--- src/rtl/mult_pkg.sv ---
// Shared types and constants for the EX-stage multiply / HI-LO unit.
// alu_op encodings let EX glue derive is_signed from the decoded op.
package mult_pkg;

   localparam int MULT_WIDTH = 32;

   localparam logic [3:0] ALU_OP_MULT  = 4'b0110;
   localparam logic [3:0] ALU_OP_MULTU = 4'b0111;

   typedef enum logic [1:0] {
      IDLE   = 2'd0,
      RUN    = 2'd1,
      COMMIT = 2'd2
   } mult_state_t;

   function automatic logic is_signed_op(input logic [3:0] alu_op);
      return alu_op == ALU_OP_MULT;
   endfunction

endpackage

--- src/rtl/mult_hilo_sequencer.sv ---
// Iterative shift-add mult/multu that owns HI/LO and stalls EX readers.
// MULT_EARLY_TERM_EN: leave RUN as soon as the remaining multiplier is zero.
module mult_hilo_sequencer
   import mult_pkg::*;
#(
   parameter int WIDTH = MULT_WIDTH
) (
   input  logic             clk,
   input  logic             rst,
   input  logic             start,
   input  logic             is_signed,
   input  logic [WIDTH-1:0] op_a,
   input  logic [WIDTH-1:0] op_b,
   input  logic             rd_req,
   output logic             busy,
   output logic             stall,
   output logic             done,
   output logic [WIDTH-1:0] hi,
   output logic [WIDTH-1:0] lo
);

   localparam int CW = (WIDTH > 1) ? $clog2(WIDTH) : 1;

   mult_state_t        state;
   logic [2*WIDTH-1:0] acc;
   logic [2*WIDTH-1:0] mcand;
   logic [WIDTH-1:0]   mplier;
   logic [CW-1:0]      count;
   logic               neg;

   logic [WIDTH-1:0]   mag_a;
   logic [WIDTH-1:0]   mag_b;
   logic [WIDTH-1:0]   mplier_nx;
   logic [2*WIDTH-1:0] prod;
   logic               last_step;

   // The most negative operand negates to itself, which reads as 2^(W-1) unsigned.
   assign mag_a = (is_signed && op_a[WIDTH-1]) ? -op_a : op_a;
   assign mag_b = (is_signed && op_b[WIDTH-1]) ? -op_b : op_b;

   assign mplier_nx = mplier >> 1;
   assign prod      = neg ? -acc : acc;

`ifdef MULT_EARLY_TERM_EN
   assign last_step = (count == CW'(WIDTH - 1)) || (mplier_nx == '0);
`else
   assign last_step = (count == CW'(WIDTH - 1));
`endif

   assign busy  = (state != IDLE);
   assign stall = busy & (rd_req | start);

   always_ff @(posedge clk) begin
      if (rst) begin
         state  <= IDLE;
         acc    <= '0;
         mcand  <= '0;
         mplier <= '0;
         count  <= '0;
         neg    <= 1'b0;
         hi     <= '0;
         lo     <= '0;
         done   <= 1'b0;
      end else begin
         done <= 1'b0;
         unique case (state)
            IDLE: begin
               if (start) begin
                  neg    <= is_signed & (op_a[WIDTH-1] ^ op_b[WIDTH-1]);
                  mcand  <= {{WIDTH{1'b0}}, mag_a};
                  mplier <= mag_b;
                  acc    <= '0;
                  count  <= '0;
                  state  <= RUN;
               end
            end
            RUN: begin
               if (mplier[0]) begin
                  acc <= acc + mcand;
               end
               mcand  <= mcand << 1;
               mplier <= mplier_nx;
               count  <= count + 1'b1;
               if (last_step) begin
                  state <= COMMIT;
               end
            end
            COMMIT: begin
               {hi, lo} <= prod;
               done     <= 1'b1;
               state    <= IDLE;
            end
            default: begin
               state <= IDLE;
            end
         endcase
      end
   end

endmodule

--- config.mk ---
export PLATFORM = sky130hd
export DESIGN_NAME = mult_hilo_sequencer
export DESIGN_NICKNAME = d
export VERILOG_FILES = /design/src/rtl/mult_pkg.sv /design/src/rtl/mult_hilo_sequencer.sv
export SDC_FILE = /design/constraint.sdc
export NUM_CORES = 1
export LEC_CHECK = 0
export ABC_AREA = 0
export BUFFER_PORTS_ARGS = -buffer_cell sky130_fd_sc_hd__buf_2
export CAP_MARGIN = 20
export CORE_AREA = 2 2 199 201
export CTS_CLUSTER_DIAMETER = 60
export CTS_CLUSTER_SIZE = 28
export DETAILED_ROUTE_END_ITERATION = 12
export DIE_AREA = 0 0 201 203
export SLEW_MARGIN = 20
export SYNTH_ARGS = -nofsm -noshare
export SYNTH_HDL_FRONTEND = slang
export SYNTH_SLANG_ARGS = --single-unit
export TNS_END_PERCENT = 30
--- constraint.sdc ---
create_clock -name clk -period 4.39 [get_ports clk]
set_input_delay 0.439 -clock clk [delete_from_list [all_inputs] [get_ports clk]]
set_output_delay 0.439 -clock clk [all_outputs]
set_load 0.03 [all_outputs]
### Word level (Yosys, flattened, before mapping)

Index checks and enable logic that the tools add are counted.
Widths: inputs -> output; s select.

* flip-flop bits (word level): 233
* output and inout bits: 67
* word-level logic and storage cells: 49
* input bits: 69

* bitwise logic cells: 4
* reduce and logical (&&, ||, !) cells: 9
* muxes and demuxes: 16
* equal/unequal tests: 6
* $add $sub $neg: 5

Operator list (number)
* $mux 64: 4
* $pmux 64 s2: 2
* $mux 32: 3
* $add 64x64->64: 1
* $neg 32->32: 2
* $neg 64->64: 1
* $pmux 32 s2: 1
* $pmux 5 s2: 1
* $ne 2x2->1 const B: 3
* $reduce_and 2->1: 3
* $add 5x1->5 const B: 1
* $eq 5x5->1 const B: 1
* $mux 5: 1
* $mux 2: 2
* $pmux 2 s2: 1
* $reduce_bool 2->1: 2
* $reduce_and 3->1: 1
* $and 1x1->1: 2
* $eq 2x1->1 const B: 1
* $eq 2x2->1 const B: 1
* $logic_and 1x1->1: 2
* $logic_not 2->1: 1
* $mux 1: 1
* $or 1x1->1: 1
* $xor 1x1->1: 1

### Logic depth before layout (Yosys ltp)

Gate-level depths: netlist of the first run.

* depth after elaboration: 4
* depth in mapped cells: 13
* gate-level depth less buffers: 13

### Worst setup path before layout of the first run

OpenSTA, ideal clock, no wires.

* kind: reg2reg
* from: reg acc[31]
* to: reg acc[63]
* data required time: 4269 ps
* library setup time: 121 ps
* buffers on the path: 1
* arrival: 3109 ps
* period minus slack after synthesis: 3229 ps
* slack: 1161 ps
* stages on the path, launching flop included: 13
* cells stage by stage: dfxtp_1 > ha_1 > clkbuf_1 > and4_1 > nand2_1 > or4_1 > o211ai_1 > nor3_1 > a211oi_1 > a311oi_1 > or3_1 > a21oi_1 > mux2_2

* longest elaborated chain between the ends: 3

Ends and longest elaborated chain
* start, declared: RTL line mult_hilo_sequencer.sv:25 `logic [2*WIDTH-1:0] acc;`
* start signal, assigned: RTL line mult_hilo_sequencer.sv:79 `acc <= acc + mcand;`
* $add 64x64->64: RTL line mult_hilo_sequencer.sv:79
* $mux 64: RTL line mult_hilo_sequencer.sv:78 `if (mplier[0]) begin`
* $pmux 64 s2: RTL line mult_hilo_sequencer.sv:66 `unique case (state)`

No other way between the ends. The select of a mux whose other input is x is not followed.
A chain may end at the register's enable or synchronous reset.

### Worst setup path in the final report of the first run

* from: reg acc[0]
* to: reg acc[60]

The elaborated chain is that of the path after synthesis.

==> metrics, run 1 <==
most common flop cell mapped by yosys=dfxtp_1; Top cell by count, worst path=a21oi_1; global placement routability congestion=approximately 0.91; synthesized area per cell=7.593 µm²; Max Clk Rate=0.2492 GHz; setup tns final=0 ns; proportion of layout cells with a drive suffix above 1=0.1140; CTS clock-pin slew for the worst setup and hold paths=0.07 ns; largest net degree at the start of global routing=96; Yosys top cell by area=dfxtp_1; GRT Util Overall=0.2077; fin util=0.4308; # DRC=0; crit path launch type=flop; Leakage Power=between 6 and 7 nW; Final nets=~2100; CTS Buf Count=25; HP Class=primary input to flop; Area contributors post-synth=dfxtp_1, nor2_1, a21oi_1; Post-DP HPWL=roughly 33 mm; Distinct cells, synth=just under 70; routed length per instance=17.18 µm; total power=between 5 and 6 mW; Net Count, Synth=2060; Max rail drop VDD=between 0.2 and 0.25 mV; max-capacitance violation count=0; 1st-pass router iterations=5; WHS=0.1883 ns; starting density of the core=0.3794; status=completed; Crit path max-delay family=compound AO/OA/AOI/OAI gates; Fill cells=3998; vias in the first global route=between 10000 and 15000; total grt overflow=0; CTS H-tree lvls=1; Worst path max stage delay=between 0.5 and 0.6 ns; fin crit share=0.9141; Seq/Total Area, Yosys=0.3196; Skew-Pair Late Insertion Delay=0.55 ns; crit path max-delay cell type=o41ai_4; Final ANT Viol Nets=0; Die Height=between 200 and 250 µm; crit path time final=4.013 ns; pwr dens=309.7 mW/mm²; Critical Path RT=around 4.9 ns; initial antenna violation count=11; Port Buffer Count=around 140; top cell type's share of synthesized area=0.3196; routed wire length=roughly 43 mm; fraction of registers with async set/reset=0; # setup viols final=0; Slew @ Worst Pin=around 1.1 ns; first-pass GRT wire length=roughly 70 mm; worst rel slew slack=0.2446; Layout Skew=roughly 0.022 ns; Slew Viols, Final=0; Reg area=between 0.004 and 0.005 mm²; CTS tree=built; Fin. Hold Viols=0; yosys warns=0; site row count=72; unrepaired setup endpoints after global routing=false; core area=0.03847 mm²; area of the multi-input gates=~0.0094 mm²; most frequent cells in the layout=nor2_1, dfxtp_1, nand2_1, a21oi_1, buf_2; initial DRC count=950; post-synthesis instance area=0.01459 mm²; clk buf depth=3; Post-synth EDFFs=0; Root Driver=clkbuf_16; die width=between 200 and 250 µm; CP arrival=4.50 ns; critical path type=flop to flop; Setup crit end kind=flop; CP bufs+invs=1; critical path fanouts, max=5; commonest non-fill, non-tap cell in the layout=nor2_1; via count=between 10000 and 15000; worst path cell trace=ha_1 -> inv_1 -> fa_1 -> nor2b_1 -> o31ai_1 -> a21oi_1 -> a21boi_1 -> o41ai_4 -> a21oi_1 -> o221ai_1 -> o21ai_0 -> a2111oi_0 -> or3_1; DIE AREA=a little over 0.04 mm²; flops & latches, synth=233; Vias/cell=roughly 5.5; Post-CTS Hold Fix Bufs=0; TritonCTS Sinks=233; Post-CTS Setup Bufs=0; Post-Syn Instances=1922; I/O Pins=136; Layout area overhead=13.56%
==> cell usage after synthesis (3+ instances only) <==
library cell	n
clkbuf_1	113
or4_4	3
o21a_1	9
buf_1	8
xor2_1	101
o21ai_0	108
a22oi_1	29
ha_1	68
nor3_1	24
a211oi_1	41
o21ai_1	4
nor2b_1	14
nand2_1	212
o211ai_1	8
or2_2	4
a21o_1	26
xnor2_1	70
and2_1	8
nand2b_1	14
a2111oi_0	60
nor3b_1	5
nor2_1	278
a22o_1	7
o221ai_1	3
a21oi_1	190
inv_1	31
or4_1	7
a31oi_1	11
o21bai_1	16
dfxtp_1	233
nor4_1	12
or3_1	31
nand3_1	53
o41ai_1	12
and3_1	14
o31ai_1	33
nand4_1	22
==> worst register-to-register path: stages, from the launching register on <==
cell and delay, ns:
dfxtp_1 0.41, ha_1 0.22, inv_1 0.07, fa_1 0.38
nor2b_1 0.21, o31ai_1 0.15, a21oi_1 0.31, a21boi_1 0.22
o41ai_4 0.53, a21oi_1 0.23, o221ai_1 0.32, o21ai_0 0.20
a2111oi_0 0.53, or3_1 0.17
==> power by group <==
group | switching (mW) | internal [mW]
Sequential | 0.0714 | 2.18
Combinational | 0.412 | 0.220
Clock | 1.05 | 1.19
Total | 1.54 | 3.60
==> metrics by stage <==
step	instance area, µm²	std cells	setup slack, ns
floorplan	14590	1922	1.161
global route	16570	2521	0.1122
global placement	15670	2473	0.6041
finish	16570	2524	0.3773
CTS	16550	2518	0.3170
detailed placement	15670	2473	0.3486
==> metal layers <==
metal | share of wire | GRT usage
met5 | 0.0010 | 0
met2 | 0.41 | 0.3045
met1 | 0.51 | 0.3137
met4 | 0.016 | 0.04365
met3 | 0.067 | 0.03788
==> state kept, by name, indices dropped and copies added (netlist names) <==
register and flops:
lo 32, neg 1, hi 32, state 2, done 1, count 5, mplier 32, acc 64
mcand 64
==> path summary, 6_finish.rpt <==
path | from | to | slack, ns | cells after the start
max | acc[0] | acc[60] | 0.38 | 13
max reg2reg | acc[0] | acc[60] | 0.38 | 13
min | op_b[31] | mplier[31] | 0.19 | 3
min reg2reg | hi[1] | hi[1] | 0.45 | 2
==> area by class of cell <==
class,count,area share
multi-input cells,1534,0.5666
flip-flops and latches,233,0.2815
clock inverters,19,0.01465
inverters,32,0.007247
diodes,6,0.0009059
clock buffers,26,0.03858
well taps,518,0.03911
repair buffers,156,0.05141
==> timing repair <==
action | in CTS | in global routing
endpoints found under the hold margin | 0 | 0
setup endpoints to repair | 0 | 1
resized for setup | 0 | 1
==> cell families (layout without fill, tap and decap cells) <==
kind of cell	count (synthesis)	count (layout)	synth area share
AND/OR/NAND/NOR	709	709	0.2184
AO/OA/AOI/OAI	581	581	0.2567
flip-flops	233	233	0.3196
XOR/XNOR	171	171	0.1026
buffers and inverters	155	233	0.04004
adder cells (fa/ha/maj)	69	69	0.05967
multiplexers	4	4	0.002915
other	0	6	0
No activity file was read; power rests on OpenSTA's default activity.
==> run 2: changes to the inputs <==
==> constraint.sdc (replaced) <==
create_clock -name clk -period 4.2 [get_ports clk]
set_input_delay 0.42 -clock clk [delete_from_list [all_inputs] [get_ports clk]]
set_output_delay 0.42 -clock clk [all_outputs]
set_load 0.02 [all_outputs]
==> metrics, run 2 (synthesis gave the netlist of run 1 again) <==
site row count=72 (unchanged); TritonCTS Sinks=233 (unchanged); vias in the first global route=12890 (-0.30%); CTS tree=built; Max Clk Rate=0.2670 GHz (+7.1%); die width=201 µm (unchanged); status=completed; Pint=3.817 mW (+6.1%); critical path type=flop to flop; Final nets=2123 (+0.14%); HP Class=primary input to flop; combinational cell fraction of total power=0.122 (about the same); Die Height=203 µm (unchanged); via count=13940 (-0.27%); max-capacitance violation count=0 (unchanged); routed wire length=43.39 mm (about the same); commonest non-fill, non-tap cell in the layout=nor2_1; worst rel slew slack=0.3735 (+0.1289); crit path launch type=flop; Skew-Pair Late Insertion Delay=0.57 ns (+0.02 ns); switching pwr=1.644 mW (+7.0%); fin crit share=0.8919 (-0.02216); critical path fanouts, max=5 (unchanged); setup tns final=0 ns (unchanged); GRT Util Overall=0.2068 (-0.0009287); initial DRC count=854 (-10%); core area=0.03847 mm² (unchanged); Slew Viols, Final=0 (unchanged); starting density of the core=0.3794 (unchanged); total grt overflow=0 (unchanged); CTS Buf Count=26 (+4.0%); I/O Pins=136 (unchanged); crit path time final=3.746 ns (-0.2667 ns); Post-DP HPWL=32.49 mm (about the same); 1st-pass router iterations=5 (unchanged); Final Cell Area=0.01666 mm² (+0.54%); largest net degree at the start of global routing=148 (+54%); Setup crit end kind=flop; Final ANT Viol Nets=0 (unchanged); proportion of layout cells with a drive suffix above 1=0.1162 (+0.002209); routed length per instance=17.13 µm (-0.28%); unrepaired setup endpoints after global routing=false; Critical Path RT=4.71 ns (-0.16 ns); CTS H-tree lvls=1 (unchanged); most frequent cells in the layout=nor2_1, dfxtp_1, nand2_1, a21oi_1, buf_2; pwr dens=327.7 mW/mm² (+5.8%); Fill cells=3946 (-1.3%); Fin. Hold Viols=0 (unchanged); CTS clock-pin slew for the worst setup and hold paths=0.08 ns (about the same); Post-CTS Hold Fix Bufs=0 (unchanged); Layout Skew=0.02126 ns (-0.0003132 ns); CP arrival=4.26 ns (-0.24 ns); global placement routability congestion=0.9119 (-0.15%); sequential share of power=0.431 (-0.008); first-pass GRT wire length=69.24 mm (-0.97%); Vias/cell=5.501 (-0.63%); initial antenna violation count=12 (+1); Post-CTS Setup Bufs=0 (unchanged); Max rail drop VDD=0.2778 mV (+32%); Post-CTS Resized=0 (unchanged); # DRC=0 (unchanged); Clk pwr share=0.447 (+0.010); Root Driver=clkbuf_16; DIE AREA=0.04080 mm² (unchanged); Leakage Power=6.817 nW (+0.46%); clk buf depth=3 (unchanged); Port Buffer Count=135 (unchanged); biggest regs=acc (64), mcand (64); Slew @ Worst Pin=0.9375 ns (-0.1914 ns); Layout area overhead=14.18%; # setup viols final=0 (unchanged); Switching Share=0.3011 (+0.001700); placed cell areas=0.01571 mm² (+0.26%)
==> run 2: changes by cell type in the layout (fill, tap and decap cells not counted), moves of 2 or more <==
cell,before,now
buf_12,1,3
clkbuf_16,25,27
inv_8,3,5
diode_2,6,10
clkinvlp_4,4,1
==> run 2: cell type report <==
class | instances | area [µm²] | area share
Clock buffer | 29 | 703.2 | 0.04220
Sequential cell | 233 | 4666 | 0.2800
Timing Repair Buffer | 158 | 892.1 | 0.05354
Multi-Input combinational cell | 1534 | 9379 | 0.5628
Clock inverter | 19 | 230.2 | 0.01382
Antenna cell | 10 | 25.02 | 0.001502
Inverter | 32 | 120.1 | 0.007208
Tap cell | 518 | 648.1 | 0.03889
==> run 2: stage by stage <==
stage	total power [mW]	instances	setup slack, ns	hold slack (ns)	utilization
after floorplan	2.850	1922	0.9706	0.4483	-
after global placement	3.054	2475	0.6204	0.4369	0.4083
after detailed placement	3.065	2475	0.5395	0.4429	0.4083
after CTS	5.529	2523	0.5108	0.1122	0.4325
after global routing	5.699	2527	0.1915	0.1440	0.4328
final	5.461	2533	0.4540	0.1431	0.4332
==> run 2: worst paths after layout <==
kind	slack [ns]	startpoint	depth (start not counted)	to
max	0.45	acc[0]	14	acc[60]
max reg2reg	0.45	acc[0]	14	acc[60]
min	0.14	op_a[0]	3	mcand[0]
min reg2reg	0.45	lo[27]	2	lo[27]
==> run 2: worst max-delay path, stage by stage, from the launching register on <==
cell and delay, ns:
dfxtp_1 0.42, ha_1 0.23, inv_1 0.06, fa_1 0.39, nor2b_1 0.23, o31ai_1 0.15, a21oi_1 0.29, a21boi_1 0.21
o41ai_2 0.34, buf_4 0.18, a21oi_1 0.14, o221ai_1 0.29, o21ai_0 0.19, a2111oi_0 0.41, or3_1 0.16
==> run 2: power groups by stage <==
| stage | sequential [mW] | combinational [mW] | clock, mW |
|---|---|---|---|
| final | 2.35 | 0.667 | 2.44 |
| after global routing | 2.36 | 0.741 | 2.60 |
| after CTS | 2.35 | 0.666 | 2.51 |
| after detailed placement | 2.40 | 0.663 | 0 |
| after global placement | 2.40 | 0.655 | 0 |
| after floorplan | 2.37 | 0.478 | 0 |
==> run 2: routing by layer <==
| layer | GRT usage | vias to the layer above | share of wire |
|---|---|---|---|
| met5 | 0 | - | 0.00065 |
| met4 | 0.04735 | 6 | 0.016 |
| met3 | 0.03547 | 49 | 0.062 |
| met2 | 0.3106 | 321 | 0.42 |
| met1 | 0.3063 | 6479 | 0.51 |
| li1 | - | 7080 | - |
